--- src/rtl/wts_tone_generator_mc_pkg.sv ---
// Shared definitions for the wave-table tone generator.
//   WL_32 / WL_64 / WL_128 : wave length mode encodings (mode 3 aliases WL_128)
//   wave_len_log2()        : log2 of the wave length for a mode, clamped to the
//                            address width
package wts_pkg;

  localparam logic [1:0] WL_32  = 2'd0;
  localparam logic [1:0] WL_64  = 2'd1;
  localparam logic [1:0] WL_128 = 2'd2;

  // L = 5 + mode; the unused mode 3 behaves like WL_128, and L never exceeds
  // the wave address width.
  function automatic logic [3:0] wave_len_log2(input logic [1:0] mode,
                                               input logic [3:0] addr_w);
    logic [1:0] m;
    logic [3:0] l;
    m = (mode == 2'd3) ? WL_128 : mode;
    l = 4'd5 + {2'b00, m};
    if (l > addr_w) l = addr_w;
    return l;
  endfunction

endpackage

--- src/rtl/wts_tone_generator_mc_if.sv ---
// Bus between the tone generator and its register block / wave memory / mixer.
//   master : drives enable, register values and key_on pulses
//   slave  : the generator; returns the registered per-slot result bus
// Valid semantics: slot_valid is a one-cycle qualifier with no back-pressure.
// When high, slot_ch / wave_address / half_timing describe the slot serviced
// in the previous cycle; when low those three hold stale values and must be
// ignored. active is meaningful every cycle.
interface wts_tone_generator_mc_if #(
  parameter int NUM_CH = 5,
  parameter int FREQ_W = 12,
  parameter int ADDR_W = 7
);
  localparam int SLOT_W = (NUM_CH > 1) ? $clog2(NUM_CH) : 1;

  logic                       enable;
  logic [NUM_CH*FREQ_W-1:0]   reg_frequency_count;
  logic [NUM_CH*2-1:0]        reg_wave_length;
  logic [NUM_CH-1:0]          reg_oneshot;
  logic [NUM_CH-1:0]          key_on;

  logic                       slot_valid;
  logic [SLOT_W-1:0]          slot_ch;
  logic [ADDR_W-1:0]          wave_address;
  logic                       half_timing;
  logic [NUM_CH-1:0]          active;

  modport master (
    output enable, reg_frequency_count, reg_wave_length, reg_oneshot, key_on,
    input  slot_valid, slot_ch, wave_address, half_timing, active
  );

  modport slave (
    input  enable, reg_frequency_count, reg_wave_length, reg_oneshot, key_on,
    output slot_valid, slot_ch, wave_address, half_timing, active
  );
endinterface

--- src/rtl/wts_tone_generator_mc_step.sv ---
// Combinational next-state of one channel for the slot in which it is serviced.
//   cnt_i/addr_i/stopped_i : current channel state
//   freq_i/mode_i/oneshot_i: channel register values
//   key_on_i               : restart request (pending or same-cycle pulse)
//   cnt_o/addr_o/stopped_o : state to write back
//   wave_address_o         : masked address of the sample played in this slot
//   half_timing_o          : half-wave boundary crossed in this slot
module wts_tone_step
  import wts_pkg::*;
#(
  parameter int FREQ_W = 12,
  parameter int ADDR_W = 7
) (
  input  logic [FREQ_W-1:0] cnt_i,
  input  logic [ADDR_W-1:0] addr_i,
  input  logic [FREQ_W-1:0] freq_i,
  input  logic [1:0]        mode_i,
  input  logic              oneshot_i,
  input  logic              key_on_i,
  input  logic              stopped_i,
  output logic [FREQ_W-1:0] cnt_o,
  output logic [ADDR_W-1:0] addr_o,
  output logic [ADDR_W-1:0] wave_address_o,
  output logic              half_timing_o,
  output logic              stopped_o
);
  localparam logic [ADDR_W:0] ONE_W = {{ADDR_W{1'b0}}, 1'b1};

  logic [3:0]        len;
  logic [ADDR_W:0]   lmask_w;
  logic [ADDR_W-1:0] lmask;
  logic [ADDR_W-1:0] hmask;
  logic              at_end;
  logic              end_of_wave;

  always_comb begin
    len         = wave_len_log2(mode_i, 4'(ADDR_W));
    lmask_w     = (ONE_W << len) - ONE_W;
    lmask       = lmask_w[ADDR_W-1:0];
    hmask       = lmask >> 1;
    at_end      = (cnt_i == '0);
    end_of_wave = at_end && ((addr_i & lmask) == lmask);

    cnt_o          = cnt_i;
    addr_o         = addr_i;
    stopped_o      = stopped_i;
    half_timing_o  = 1'b0;
    wave_address_o = addr_i & lmask;

    if (key_on_i) begin
      cnt_o          = freq_i;
      addr_o         = '0;
      stopped_o      = 1'b0;
      wave_address_o = '0;
    end else if (!stopped_i) begin
      if (at_end) begin
        half_timing_o = ((addr_i & hmask) == hmask);
        cnt_o         = freq_i;
        // One-shot parks on the last sample; looping keeps counting through
        // the full address space and relies on masking for the wrap.
        if (end_of_wave && oneshot_i) stopped_o = 1'b1;
        else                          addr_o    = addr_i + ADDR_W'(1);
      end else begin
        cnt_o = cnt_i - FREQ_W'(1);
      end
    end
  end
endmodule

--- src/rtl/wts_tone_generator_mc.sv ---
// Time-multiplexed wave-table tone generator: one channel serviced per
// enabled cycle, round-robin over NUM_CH channels.
//   clk    : system clock
//   nreset : asynchronous reset, active low
//   bus    : register inputs, key_on pulses and the registered slot result bus
module wts_tone_generator_mc
  import wts_pkg::*;
#(
  parameter int NUM_CH = 5,
  parameter int FREQ_W = 12,
  parameter int ADDR_W = 7
) (
  input  logic                  clk,
  input  logic                  nreset,
  wts_tone_generator_mc_if.slave bus
);
  localparam int SLOT_W = (NUM_CH > 1) ? $clog2(NUM_CH) : 1;
  localparam logic [SLOT_W-1:0] LAST_SLOT = SLOT_W'(NUM_CH - 1);

  logic [SLOT_W-1:0] slot_q, slot_d;
  logic [FREQ_W-1:0] cnt_q  [NUM_CH];
  logic [ADDR_W-1:0] addr_q [NUM_CH];
  logic [NUM_CH-1:0] pending_q, pending_d;
  logic [NUM_CH-1:0] stopped_q, stopped_d;

  logic              slot_valid_q;
  logic [SLOT_W-1:0] slot_ch_q;
  logic [ADDR_W-1:0] wave_address_q;
  logic              half_timing_q;
  logic [NUM_CH-1:0] active_q;

  logic [SLOT_W-1:0] ch;
  logic [FREQ_W-1:0] freq_s;
  logic [1:0]        mode_s;
  logic              kon_s;
  logic [FREQ_W-1:0] cnt_n;
  logic [ADDR_W-1:0] addr_n;
  logic [ADDR_W-1:0] wa_n;
  logic              half_n;
  logic              stopped_n;

  always_comb begin
    ch     = slot_q;
    freq_s = bus.reg_frequency_count[ch*FREQ_W +: FREQ_W];
    mode_s = bus.reg_wave_length[ch*2 +: 2];
    // A pulse landing in the channel's own slot is honoured immediately.
    kon_s  = pending_q[ch] | bus.key_on[ch];

    pending_d = pending_q | bus.key_on;
    stopped_d = stopped_q;
    slot_d    = slot_q;
    if (bus.enable) begin
      pending_d[ch] = 1'b0;
      stopped_d[ch] = stopped_n;
      slot_d        = (slot_q == LAST_SLOT) ? '0 : slot_q + SLOT_W'(1);
    end
  end

  wts_tone_step #(
    .FREQ_W (FREQ_W),
    .ADDR_W (ADDR_W)
  ) u_step (
    .cnt_i          (cnt_q[ch]),
    .addr_i         (addr_q[ch]),
    .freq_i         (freq_s),
    .mode_i         (mode_s),
    .oneshot_i      (bus.reg_oneshot[ch]),
    .key_on_i       (kon_s),
    .stopped_i      (stopped_q[ch]),
    .cnt_o          (cnt_n),
    .addr_o         (addr_n),
    .wave_address_o (wa_n),
    .half_timing_o  (half_n),
    .stopped_o      (stopped_n)
  );

  always_ff @(posedge clk or negedge nreset) begin
    if (!nreset) begin
      slot_q         <= '0;
      pending_q      <= '0;
      stopped_q      <= '1;
      for (int c = 0; c < NUM_CH; c++) begin
        cnt_q[c]  <= '0;
        addr_q[c] <= '0;
      end
      slot_valid_q   <= 1'b0;
      slot_ch_q      <= '0;
      wave_address_q <= '0;
      half_timing_q  <= 1'b0;
      active_q       <= '0;
    end else begin
      slot_q       <= slot_d;
      pending_q    <= pending_d;
      stopped_q    <= stopped_d;
      slot_valid_q <= bus.enable;
      active_q     <= ~stopped_d;
      if (bus.enable) begin
        cnt_q[ch]      <= cnt_n;
        addr_q[ch]     <= addr_n;
        slot_ch_q      <= ch;
        wave_address_q <= wa_n;
        half_timing_q  <= half_n;
      end
    end
  end

  assign bus.slot_valid   = slot_valid_q;
  assign bus.slot_ch      = slot_ch_q;
  assign bus.wave_address = wave_address_q;
  assign bus.half_timing  = half_timing_q;
  assign bus.active       = active_q;
endmodule
--- src/flat_wrapper.sv ---
// flat-port wrapper written by rule: the top's interface ports become plain ports
module wts_tone_generator_mc_flat import wts_pkg::*;
#(
  parameter int NUM_CH = 5,
  parameter int FREQ_W = 12,
  parameter int ADDR_W = 7
)
  (clk, nreset, bus_enable, bus_reg_frequency_count, bus_reg_wave_length, bus_reg_oneshot, bus_key_on, bus_slot_valid, bus_slot_ch, bus_wave_address, bus_half_timing, bus_active);
  wts_tone_generator_mc_if #(.NUM_CH(NUM_CH), .FREQ_W(FREQ_W), .ADDR_W(ADDR_W)) bus_i ();
  input  logic clk;
  input  logic nreset;
  input wire logic [$bits(bus_i.enable)-1:0] bus_enable;
  input wire logic [$bits(bus_i.reg_frequency_count)-1:0] bus_reg_frequency_count;
  input wire logic [$bits(bus_i.reg_wave_length)-1:0] bus_reg_wave_length;
  input wire logic [$bits(bus_i.reg_oneshot)-1:0] bus_reg_oneshot;
  input wire logic [$bits(bus_i.key_on)-1:0] bus_key_on;
  output wire logic [$bits(bus_i.slot_valid)-1:0] bus_slot_valid;
  output wire logic [$bits(bus_i.slot_ch)-1:0] bus_slot_ch;
  output wire logic [$bits(bus_i.wave_address)-1:0] bus_wave_address;
  output wire logic [$bits(bus_i.half_timing)-1:0] bus_half_timing;
  output wire logic [$bits(bus_i.active)-1:0] bus_active;
  assign bus_i.enable = bus_enable;
  assign bus_i.reg_frequency_count = bus_reg_frequency_count;
  assign bus_i.reg_wave_length = bus_reg_wave_length;
  assign bus_i.reg_oneshot = bus_reg_oneshot;
  assign bus_i.key_on = bus_key_on;
  assign bus_slot_valid = bus_i.slot_valid;
  assign bus_slot_ch = bus_i.slot_ch;
  assign bus_wave_address = bus_i.wave_address;
  assign bus_half_timing = bus_i.half_timing;
  assign bus_active = bus_i.active;
  wts_tone_generator_mc #(.NUM_CH(NUM_CH), .FREQ_W(FREQ_W), .ADDR_W(ADDR_W)) u_core (.clk(clk), .nreset(nreset), .bus(bus_i));
endmodule
--- config.mk ---
export PLATFORM = sky130hd
export DESIGN_NAME = wts_tone_generator_mc_flat
export DESIGN_NICKNAME = d
export VERILOG_FILES = /design/src/rtl/wts_tone_generator_mc_pkg.sv /design/src/rtl/wts_tone_generator_mc_if.sv /design/src/rtl/wts_tone_generator_mc_step.sv /design/src/rtl/wts_tone_generator_mc.sv /design/src/flat_wrapper.sv
export SDC_FILE = /design/constraint.sdc
export NUM_CORES = 1
export LEC_CHECK = 0
export ABC_AREA = 0
export CAP_MARGIN = 20
export CORE_MARGIN = 5
export CORE_UTILIZATION = 40
export CTS_BUF_LIST = sky130_fd_sc_hd__clkbuf_2
export DETAILED_ROUTE_END_ITERATION = 7
export GPL_ROUTABILITY_DRIVEN = 1
export PLACE_DENSITY = 0.64
export SLEW_MARGIN = 20
export SYNTH_ARGS = -nofsm -noshare
export SYNTH_HDL_FRONTEND = slang
export SYNTH_SLANG_ARGS = --single-unit
--- constraint.sdc ---
create_clock -name clk -period 8.77 [get_ports clk]
set_input_delay 1.754 -clock clk [delete_from_list [all_inputs] [get_ports clk]]
set_output_delay 1.754 -clock clk [all_outputs]
set_load 0.01 [all_outputs]
==> metrics.md <==
| Metric | Value |
|---|---|
| Number of enable flip-flop cells after synthesis | `0` |
| Longest Clk Path Bufs | `2` |
| Post-route DRC | `0` |
| Worst-path clk slew | `0.18 ns` |
| Initial core utilization | `40.3%` |
| Status | `finished, final reports clean` |
| Final hold viol count | `0` |
| Final Skew | `0.0354 ns` |
| Via count | `6167` |
| Post-DRT Antenna Nets | `0` |
| Cell count after synthesis | `753` |
| Power density over the cells | `344 nW/µm²` |
| Synthesized area | `6870 µm²` |
| Max Freq | `238 MHz` |
| Unrepaired setup endpoints after global routing | `false` |
| Maxcap violations | `0` |
| Fin crit period | `4.20 ns` |
| Critical path class | `flop to flop` |
| Ant. Diodes | `0` |
| CORE AREA | `17100 µm²` |
| GR Overflow Total | `0` |
| Setup TNS Final | `0 ns` |
| Slew Limit Fails | `0` |
| Tot GR Track Use | `22.1%` |
| Core Util, Final | `48.5%` |
| Filler cell count | `1691` |
| Fin nets | `925` |
| Later-pin clock latency in the skew report | `0.72 ns` |
| Rel. slew slack | `38.0%` |
| Required @ worst endpoint | `9.37 ns` |
| Unique masters post-synth | `76` |
| Placed cells | `1043` |
| Routed wire length per instance | `20.0 µm` |
| DR vias/cell | `5.74` |
| Leakage power | `3.38 nW` |
| DIE WIDTH | `141 µm` |
| Drt first pass iters | `5` |
| Storage element area | `3140 µm²` |
| Sequential fraction of the synthesis area | `45.6%` |
| TritonCTS Buffers | `17` |
| Layout cell share with drive strength beyond 1 | `10.8%` |
| Maximum fanout along the worst path | `38` |
| PortBufs | `99` |
| Root buffer cell | `clkbuf_2` |
| Area occupied by multi-input gates | `3470 µm²` |
| Vias in the first global route | `6099` |
| CTS tree | `built` |
| Fin crit share | `47.9%` |
| Worst setup EP type | `flop` |
| First-pass GRT wire length | `34400 µm` |
| Initial antenna violation count | `0` |
| Setup violators final | `0` |
| Least-Margin Pin Slew | `0.931 ns` |
| Peak VDD IR | `0.221 mV` |
| Ys async rst share | `100%` |
| Iteration-0 DRC Markers | `556` |
| H-tree Lvls | `4` |
| Post-CTS setup buffers | `0` |
| Largest net degree at the start of global routing | `72` |
| Syn. warnings | `0` |
| Worst Setup Start Kind | `flop` |
| CTS Sinks | `125` |
| CP arrival | `4.80 ns` |
| Hold-fix buffers, CTS | `0` |
| Primary FF master, synth | `dfrtp_1` |
| IO Pins | `100` |
| Syn_area_per_cell | `9.12 µm²` |
| Post-synthesis register bit count | `125` |
| Post-DP HPWL | `14900 µm` |
| Flop-to-flop setup slack | `4.57 ns` |
| Die H | `141 µm` |
| Worst hold path class | `flop to flop` |
| GPL Wtd Cong | `0.891` |
| Total Wirelength | `21500 µm` |
| FP Rows | `48` |
| Final cell count without fillers | `1075` |
| Post-CTS resize count | `0` |
| Layout area overhead | `20.6%` |
| Die area | `19900 µm²` |
==> path summary, 6_finish.rpt <==
kind,start,to,cells after the start
max reg2reg,u_core.ch[0]$_DFFE_PN0P_,u_core.addr_q[27]$_DFFE_PN0P_,10
min,u_core.cnt_q[23]$_DFFE_PN0P_,u_core.cnt_q[23]$_DFFE_PN0P_,2
min reg2reg,u_core.cnt_q[23]$_DFFE_PN0P_,u_core.cnt_q[23]$_DFFE_PN0P_,2
min in group asynchronous,nreset,u_core.addr_q[31]$_DFFE_PN0P_,1
max,u_core.ch[0]$_DFFE_PN0P_,u_core.addr_q[27]$_DFFE_PN0P_,10
max in group asynchronous,nreset,u_core.ch[0]$_DFFE_PN0P_,2
==> report_power, final <==
group | switching [W] | total (W) | internal [W] | leakage (nW)
registers | 0.000123 | 0.000876 | 0.000753 | 1.58
clock network | 0.000224 | 0.000381 | 0.000157 | 0.145
logic | 0.00104 | 0.00159 | 0.000553 | 1.66
==> routing by layer <==
metal	routed length [µm]	GRT usage [%]	share of wire (%)
met4	371	7.04	1.7
met3	1250	4.85	5.8
met1	9690	30.1	45
met5	0	0	0
met2	10200	35.4	47
==> cell usage in the layout, fill, tap and decap left out, types with 4 or more instances in the layout <==
master / count
ha_1: 5
nand4_1: 4
a31oi_1: 6
o31ai_1: 7
xor2_1: 5
nand3_1: 13
mux2i_1: 26
buf_4: 16
and2_1: 5
dfstp_2: 5
inv_1: 12
a21boi_0: 5
a21oi_1: 30
clkinv_2: 4
nor2b_1: 5
a22oi_1: 24
nor3b_1: 5
nor3_1: 6
clkbuf_2: 19
o21ai_2: 5
o22ai_1: 21
nand2_1: 132
mux2_2: 17
nor2_1: 46
dfrtp_1: 117
nand2b_1: 6
and3_1: 5
a32oi_1: 10
clkdlybuf4s50_1: 98
o21ai_0: 110
and3b_1: 4
==> cells in the mapped netlist, types with 12 or more instances <==
cell type | n | area share, %
a21oi_1 | 30 | 2.2
a22oi_1 | 24 | 2.6
buf_2 | 14 | 1.0
clkbuf_1 | 26 | 1.4
dfrtp_1 | 120 | 44
inv_1 | 12 | 0.66
mux2_2 | 17 | 2.8
mux2i_1 | 26 | 3.8
nand2_1 | 132 | 7.2
nand3_1 | 13 | 0.95
nor2_1 | 46 | 2.5
o21ai_0 | 110 | 8.0
o22ai_1 | 21 | 1.9
==> flip-flops by register name (all words and copies together) (netlist names), named ones only <==
signal / flops
u_core.cnt_q: 60
u_core.addr_q: 35
u_core.bus.wave_address: 7
u_core.bus.active: 5
u_core.pending_q: 5
u_core.bus.slot_ch: 3
u_core.ch: 3
u_core.bus.half_timing: 1
u_core.bus.slot_valid: 1
==> area by class of cell <==
| class | count | share of cell area [%] |
|---|---|---|
| multi-input combinational | 567 | 41.9 |
| sequential | 125 | 37.9 |
| timing repair buffer | 114 | 13.3 |
| tap | 225 | 3.40 |
| clock inverter | 13 | 1.80 |
| clock buffer | 19 | 1.15 |
| inverter | 12 | 0.544 |
==> kinds of logic (layout without fill, tap and decap cells) <==
kind of cell | Yosys count | after routing | share of synthesized area, %
AOI/OAI and AO/OA | 256 | 256 | 23.7
xor gates and xnor gates | 8 | 8 | 1.02
adders and majority gates | 5 | 5 | 0.911
DFF | 125 | 125 | 45.6
buffers and inverters | 62 | 158 | 4.03
other | 1 | 2 | 0.0546
and+or+nand+nor | 248 | 248 | 16.7
muxes | 48 | 48 | 7.93
==> per-stage QoR <==
| step | hold slack (ns) | total power (W) | area, µm² | worst slack [ns] |
|---|---|---|---|---|
| after detailed placement | 0.460 | 0.00247 | 8040 | 4.44 |
| after global routing | 0.525 | 0.00306 | 8280 | 4.23 |
| after global placement | 0.457 | 0.00245 | 8040 | 4.53 |
| after floorplan | 0.440 | 0.00197 | 6870 | 5.41 |
| after CTS | 0.496 | 0.00285 | 8280 | 4.66 |
| final | 0.494 | 0.00285 | 8280 | 4.57 |
==> worst max-delay path: stages, from the launching register on <==
cell and delay, ns:
dfrtp_2 0.81, buf_4 0.50, nor2b_1 0.78, a221oi_2 0.19, ha_1 0.29, o2111ai_1 0.29
nor2_1 0.20, and4_1 0.31, and4b_1 0.22, xnor2_1 0.34, o21ai_0 0.14
Power figures use the tool's default switching activity.
